## src/rtl/board_display_ctrl.sv

```systemverilog
// Shadow-buffered 2048 board display controller: arbitrates engine/spawner writes and commits at LED frame boundaries.
// Optional spawned-tile blink is enabled by defining BOARD_BLINK_EN.
module board_display_ctrl #(
    parameter int BLINK_FRAMES = 8,
    parameter int BLINK_CYCLES = 3
) (
    input  logic        clk,
    input  logic        reset,
    input  logic        frame_sync,
    input  logic        a_req,
    input  logic [63:0] a_board,
    output logic        a_ack,
    input  logic        b_req,
    input  logic [3:0]  b_idx,
    input  logic [3:0]  b_val,
    output logic        b_ack,
    output logic [63:0] mat_flat,
    output logic        pending
);

    // Out-of-range blink settings blank the display so a bad build is obvious on the panel.
    localparam logic CFG_BAD = (BLINK_FRAMES < 1) || (BLINK_FRAMES > 255) ||
                               (BLINK_CYCLES < 1) || (BLINK_CYCLES > 7);

    logic [63:0] shadow;
    logic [63:0] active;
    logic        dirty;
    logic        last_grant;
    logic        a_mask;
    logic        b_mask;

    logic        a_elig;
    logic        b_elig;
    logic        grant_a;
    logic        grant_b;
    logic        commit;
    logic [15:0] hide_tile;

    always_comb begin
        a_elig  = a_req & ~a_mask;
        b_elig  = b_req & ~b_mask;
        grant_a = a_elig & (~b_elig | last_grant);
        grant_b = b_elig & (~a_elig | ~last_grant);
        commit  = frame_sync & dirty;
    end

    always_ff @(posedge clk or negedge reset) begin
        if (!reset) begin
            shadow     <= '0;
            active     <= '0;
            dirty      <= 1'b0;
            last_grant <= 1'b1;
            a_mask     <= 1'b0;
            b_mask     <= 1'b0;
            a_ack      <= 1'b0;
            b_ack      <= 1'b0;
        end else begin
            a_ack  <= grant_a;
            b_ack  <= grant_b;
            // The mask covers the ack cycle, while the requester is still holding req.
            a_mask <= grant_a;
            b_mask <= grant_b;
            if (grant_a) begin
                shadow     <= a_board;
                last_grant <= 1'b0;
            end else if (grant_b) begin
                shadow[{b_idx, 2'b00} +: 4] <= b_val;
                last_grant <= 1'b1;
            end
            if (commit)
                active <= shadow;
            dirty <= grant_a | grant_b | (dirty & ~frame_sync);
        end
    end

`ifdef BOARD_BLINK_EN
    localparam logic [3:0] TOGGLES_INIT = 4'(2 * BLINK_CYCLES);
    localparam logic [7:0] FCNT_LAST    = 8'(BLINK_FRAMES - 1);

    logic [3:0] spawn_idx;
    logic [3:0] blink_idx;
    logic       blink_pend;
    logic [3:0] toggles;
    logic [7:0] fcnt;

    always_ff @(posedge clk or negedge reset) begin
        if (!reset) begin
            spawn_idx  <= '0;
            blink_idx  <= '0;
            blink_pend <= 1'b0;
            toggles    <= '0;
            fcnt       <= '0;
        end else begin
            if (grant_b)
                spawn_idx <= b_idx;
            if (grant_a) begin
                blink_pend <= 1'b0;
                toggles    <= '0;
            end else if (commit && !grant_b && blink_pend) begin
                // Spawn just became visible: restart the sequence on it.
                blink_idx  <= spawn_idx;
                toggles    <= TOGGLES_INIT;
                fcnt       <= '0;
                blink_pend <= 1'b0;
            end else begin
                if (grant_b)
                    blink_pend <= 1'b1;
                if (frame_sync && toggles != 4'd0) begin
                    if (fcnt == FCNT_LAST) begin
                        fcnt    <= '0;
                        toggles <= toggles - 4'd1;
                    end else begin
                        fcnt <= fcnt + 8'd1;
                    end
                end
            end
        end
    end

    always_comb begin
        hide_tile = '0;
        if (toggles != 4'd0 && !toggles[0])
            hide_tile = 16'b1 << blink_idx;
    end
`else
    always_comb begin
        hide_tile = '0;
    end
`endif

    generate
        for (genvar gi = 0; gi < 16; gi++) begin : g_tile
            assign mat_flat[4*gi +: 4] = (hide_tile[gi] | CFG_BAD) ? 4'h0 : active[4*gi +: 4];
        end
    endgenerate

    assign pending = dirty;

endmodule

```

## config.mk

```make
export PLATFORM = sky130hd
export DESIGN_NAME = board_display_ctrl
export DESIGN_NICKNAME = d
export VERILOG_FILES = /design/src/rtl/board_display_ctrl.sv
export SDC_FILE = /design/constraint.sdc
export NUM_CORES = 1
export LEC_CHECK = 0
export CAP_MARGIN = 20
export CORE_UTILIZATION = 50
export DETAILED_ROUTE_END_ITERATION = 6
export GPL_ROUTABILITY_DRIVEN = 1
export PLACE_DENSITY = 0.81
export RECOVER_POWER = 100
export SYNTH_ARGS = -nofsm -noshare
export SYNTH_HDL_FRONTEND = slang
export SYNTH_SLANG_ARGS = --single-unit
```

## constraint.sdc

```tcl
create_clock -name clk -period 2.4 [get_ports clk]
set_input_delay 0.48 -clock clk [delete_from_list [all_inputs] [get_ports clk]]
set_output_delay 0.48 -clock clk [all_outputs]
set_load 0.05 [all_outputs]
```

======== After elaboration in Yosys (flattened, before gate mapping) ========
Index checks and enable logic that the tools add are counted.
storage, ports and cells
  register bits ........................... 132
  input bits .............................. 77
  output and inout bits ................... 67
  logic and storage cells ................. 31
cells by class
  $add $sub $neg .......................... 1
  shift-type cells ........................ 2
  muxes and demuxes ....................... 5
  bitwise operators ....................... 16
  reduce and logical (&&, ||, !) cells .... 1
operator list
  operator                  number
  $mux W64                  2
  $bwmux W64                1
  $shift A4 B8 Y64 const A  1
  $shiftx A4 B8 Y64         1
  $neg A6 Y8                1
  $and A1 B1 Y1             6
  $not A1 Y1                6
  $or A1 B1 Y1              4
  $mux W1                   2
  $reduce_bool A2 Y1        1

======== Depth between registers and ports, before layout ========
  word-level depth ........................ 7
  mapped depth ............................ 7
  gate-level depth less buffers ........... 6

======== Worst setup path after synthesis ========
Ideal clock, no wire load.
  kind .................................... in2reg
  start ................................... in b_idx[0]
  end ..................................... reg shadow[0]
  setup time .............................. 0.132 ns
  data arrival time ....................... 2.063 ns
  data required time ...................... 2.268 ns
  path slack .............................. 0.205 ns
  stages on the path ...................... 7
  cells stage by stage .................... inv_1 -> ha_1 -> nor4b_4 -> or4b_1 -> buf_2 -> mux2i_1 -> o21ai_1
between the ends
  longest elaborated chain between the ends .. 5
  elaborated cells on any way between the ends .. 6
  those cells by class .................... 1 x add/sub; 2 x shift; 3 x mux
RTL lines
  item                                                          RTL line  text
  from (decl)                                                   14        input logic [3:0] b_idx,
  $neg A6 Y8 (*)                                                67        shadow[{b_idx, 2'b00} +: 4] <= b_val;
  $shiftx A4 B8 Y64 / $shift A4 B8 Y64 (equally long branches)  67
  $bwmux W64 (*)                                                67
  $mux W64 (*)                                                  66        end else if (grant_b) begin
  $mux W64 (*)                                                  63        if (grant_a) begin
  to (signal assigned)                                          64        shadow <= a_board;
  to (signal, indexed assignment)                               67
  to (decl)                                                     25        logic [63:0] shadow;
Mark *: on every way between the ends. The rest lies on a longest branch, timed or not. The select of a mux whose other input is x is not followed.
A chain may end at the register's enable or synchronous reset.

==> impl_metrics.tcl <==
set metrics [dict create \
    grt.overflow.total 0 \
    p_sw_frac 0.368 \
    crit_path_max_fanout 7 \
    synth_ff_type "dfrtp_1" \
    arrival_ns 1.85 \
    die_w_um 110 \
    fill_cells 806 \
    netlist-cell-type-count 49 \
    ant_nets 0 \
    cts_buffer_depth 2 \
    slowest_stage "dlygate4sd3_1" \
    finalSetupViolCount 0 \
    grt_pass1_wl_mm 24.3 \
    finalNetCount 717 \
    io_pins 144 \
    seq_area_frac_synth 0.563 \
    yosysWarnings 0 \
    synth_top_area_cell "dfrtp_1" \
    vias_per_cell 5.62 \
    p_comb_frac 0.361 \
    power_uw 9450 \
    place_inst 760 \
    multiInputGateArea_sq_um 2410 \
    ir_worst_vdd_v 0.000801 \
    core-area_sq_um 11400 \
    area_delta_synth_final_pct 40.8 \
    syn_area_per_cell_sq_um 12.6 \
    synth_top_family_by_area "multiplexers" \
    insertion_delay_ns 0.42 \
    drcViolationCount 0 \
    cts_root_buf "clkbuf_16" \
    whs_ns 0.497 \
    syn_area_sq_um 5870 \
    p_sw_uw 3480 \
    top_layer "met4" \
    tns_ns 0 \
    syn_nets 544 \
    criticalPathCategory "register to output port" \
    powerDensity_nw_per_um2 1140 \
    async_reset_ff_frac 1.00 \
    seqCellArea_sq_um 3300 \
    seqPwrFrac 0.349 \
    syn_inst 464 \
    cts.reportedPaths.clkPinSlew_ns 0.05 \
    routed_wl_mm 15.3 \
    antenna_found_initial 0 \
    synth_compound_area_frac 0.100 \
    finalCritPeriodShare 0.970 \
    crit_required_ns 1.92 \
    synth_fa_ha_area_frac 0.00640 \
    drv_slew 0 \
    cp-end-kind "output port" \
    dp_hpwl_mm 10.5 \
    met2WireLength_mm 7.98 \
    dr_wl_met3_um 873 \
    rows 39 \
    grt_use_total 0.271 \
    worst-slew-pin-transition_ns 0.914 \
    min_period_ns 2.33 \
    insertedDiodeCount 0 \
    synth_area_leaders "dfrtp_1 (56%), mux2_2 (12%), mux2i_1 (6.8%)" \
    routabilityCongestion 0.847 \
    fmax_mhz 429 \
    power.leakage_uw 0.00371 \
    drive_above_1_share 0.217 \
    fin_cells 793 \
    max_cap_violations 0 \
    cts.sinks 132 \
    synth_xor_area_frac 0.00448 \
    fin_skew_ns 0.00698 \
    cp-start-kind "register" \
    cpPeakStageDelay_ns 0.95 \
    grt_pass1_vias 4776 \
    wl_per_cell_um 19.3 \
    firstDrtPassIters 6 \
    crit_chain "dlygate4sd3_1" \
    dieArea_sq_um 12200 \
    synth_simple_gate_area_share 0.108 \
    fp.dieH_um 110 \
    wl_met1_mm 6.04 \
    initial_utilization 0.514 \
    dr_total_vias 4457 \
    numCtsBuffers 17 \
    max_slew_margin 0.390 \
    cts_tree "built" \
    rsz0062_at_grt "false" \
    synth_edf_count 0 \
    first_iter_violations 254 \
    synth_top_area_frac 0.559 \
    status "completed" \
    internal_power_uw 5970 \
    synthMuxAreaShare 0.191 \
    ys_seq_elements 132 \
    p_clk_frac 0.290 \
    grt_max_degree 51 \
    port_buffers 143 \
    htree_levels 4 \
    critical_path.top_delay_family "buffers and inverters" \
    worst-path-buf-inv 1 \
    hp-class "register to register" \
    hold_viol_final 0 \
]
power by group through the flow:
stage	Sequential, uW	Clock [uW]	Combinational [uW]
global placement	3300	0	3520
CTS	3320	2770	3610
finish	3290	2740	3410
global route	3380	2870	3600
detailed placement	3340	0	3580
floorplan	4670	0	894
cell type report:
class	count	share of cell area
Timing Repair Buffer	186	0.208
Sequential cell	132	0.400
Multi-Input combinational cell	297	0.292
Clock buffer	24	0.0632
Clock inverter	8	0.0144
Tap cell	143	0.0217
Inverter	3	0.00136
routing by layer:
| metal | GRT usage | vias to the layer above |
|---|---|---|
| met4 | 0.117 | 0 |
| li1 | - | 2054 |
| met1 | 0.328 | 2226 |
| met5 | 0 | - |
| met2 | 0.464 | 141 |
| met3 | 0.0629 | 36 |
cells by family after synthesis:
group                    count (synthesis)
AO/OA/AOI/OAI                           80
adder cells (fa/ha/maj)                  3
XOR/XNOR                                 3
buffers and inverters                   35
flip-flops                             132
AND/OR/NAND/NOR                        107
multiplexers                           104
flip-flops by register name, summed over array words and instances (netlist names):
name and cells:
last_grant 1, b_mask 1, mat_flat 64, pending 1
shadow 64, a_mask 1
path summary, 6_finish.rpt:
check	slack [ns]	start	to	depth (start not counted)
max in group asynchronous	0.43	reset	shadow[57]$_DFFE_PN0P_	3
hold reg to reg	0.50	mat_flat[56]$_DFFE_PN0P_	mat_flat[56]$_DFFE_PN0P_	1
setup / recovery	0.07	b_mask$_DFF_PN0_	b_ack	1
hold / removal	0.50	mat_flat[56]$_DFFE_PN0P_	mat_flat[56]$_DFFE_PN0P_	1
min in group asynchronous	0.73	reset	mat_flat[1]$_DFFE_PN0P_	2
setup reg to reg	0.27	b_mask$_DFF_PN0_	shadow[46]$_DFFE_PN0P_	6
synth_stat cells, drive strengths merged (2+ instances only):
| cell type | count |
|---|---|
| dfrtp | 131 |
| mux2 | 64 |
| mux2i | 40 |
| nor2 | 25 |
| a221o | 24 |
| a21oi | 23 |
| and2 | 21 |
| clkbuf | 19 |
| nand2 | 18 |
| buf | 13 |
| nor3 | 9 |
| o21ai | 8 |
| o22ai | 8 |
| o2bb2ai | 8 |
| nor4 | 5 |
| and3 | 4 |
| nand2b | 4 |
| ha | 3 |
| inv | 3 |
| nor2b | 3 |
| nor3b | 3 |
| nor4b | 3 |
| o211ai | 3 |
| a31oi | 2 |
| a41oi | 2 |
| and3b | 2 |
| nand3 | 2 |
| xor2 | 2 |
what timing repair did:
item,4_1_cts,5_1_grt
hold buffers,1,0
setup buffers,0,0
endpoints found under the setup margin,0,2
endpoints found under the hold margin,34,0
resized for setup,0,1
placed cells by master, fill, tap and decap left out, drive strengths merged, types with 4 or more instances in the layout:
| master | instances |
|---|---|
| dfrtp | 131 |
| clkdlybuf4s50 | 73 |
| dlygate4sd3 | 70 |
| mux2 | 64 |
| mux2i | 40 |
| clkbuf | 37 |
| buf | 30 |
| nor2 | 25 |
| a221o | 24 |
| a21oi | 23 |
| and2 | 21 |
| nand2 | 18 |
| nor3 | 9 |
| o22ai | 8 |
| o2bb2ai | 8 |
| o21ai | 8 |
| clkinv | 5 |
| nor4 | 5 |
| and3 | 4 |
| nand2b | 4 |
through the flow:
step	area, sq um	setup WS, ns	utilization
2_1_floorplan	5870	0.205	-
3_3_place_gp	7690	-0.179	0.674
3_5_place_dp	7690	-0.273	0.674
4_1_cts	8350	0.122	0.731
5_1_grt	8260	0.0132	0.724
6_report	8260	0.0711	0.724
No activity file was read; power rests on OpenSTA's default activity.
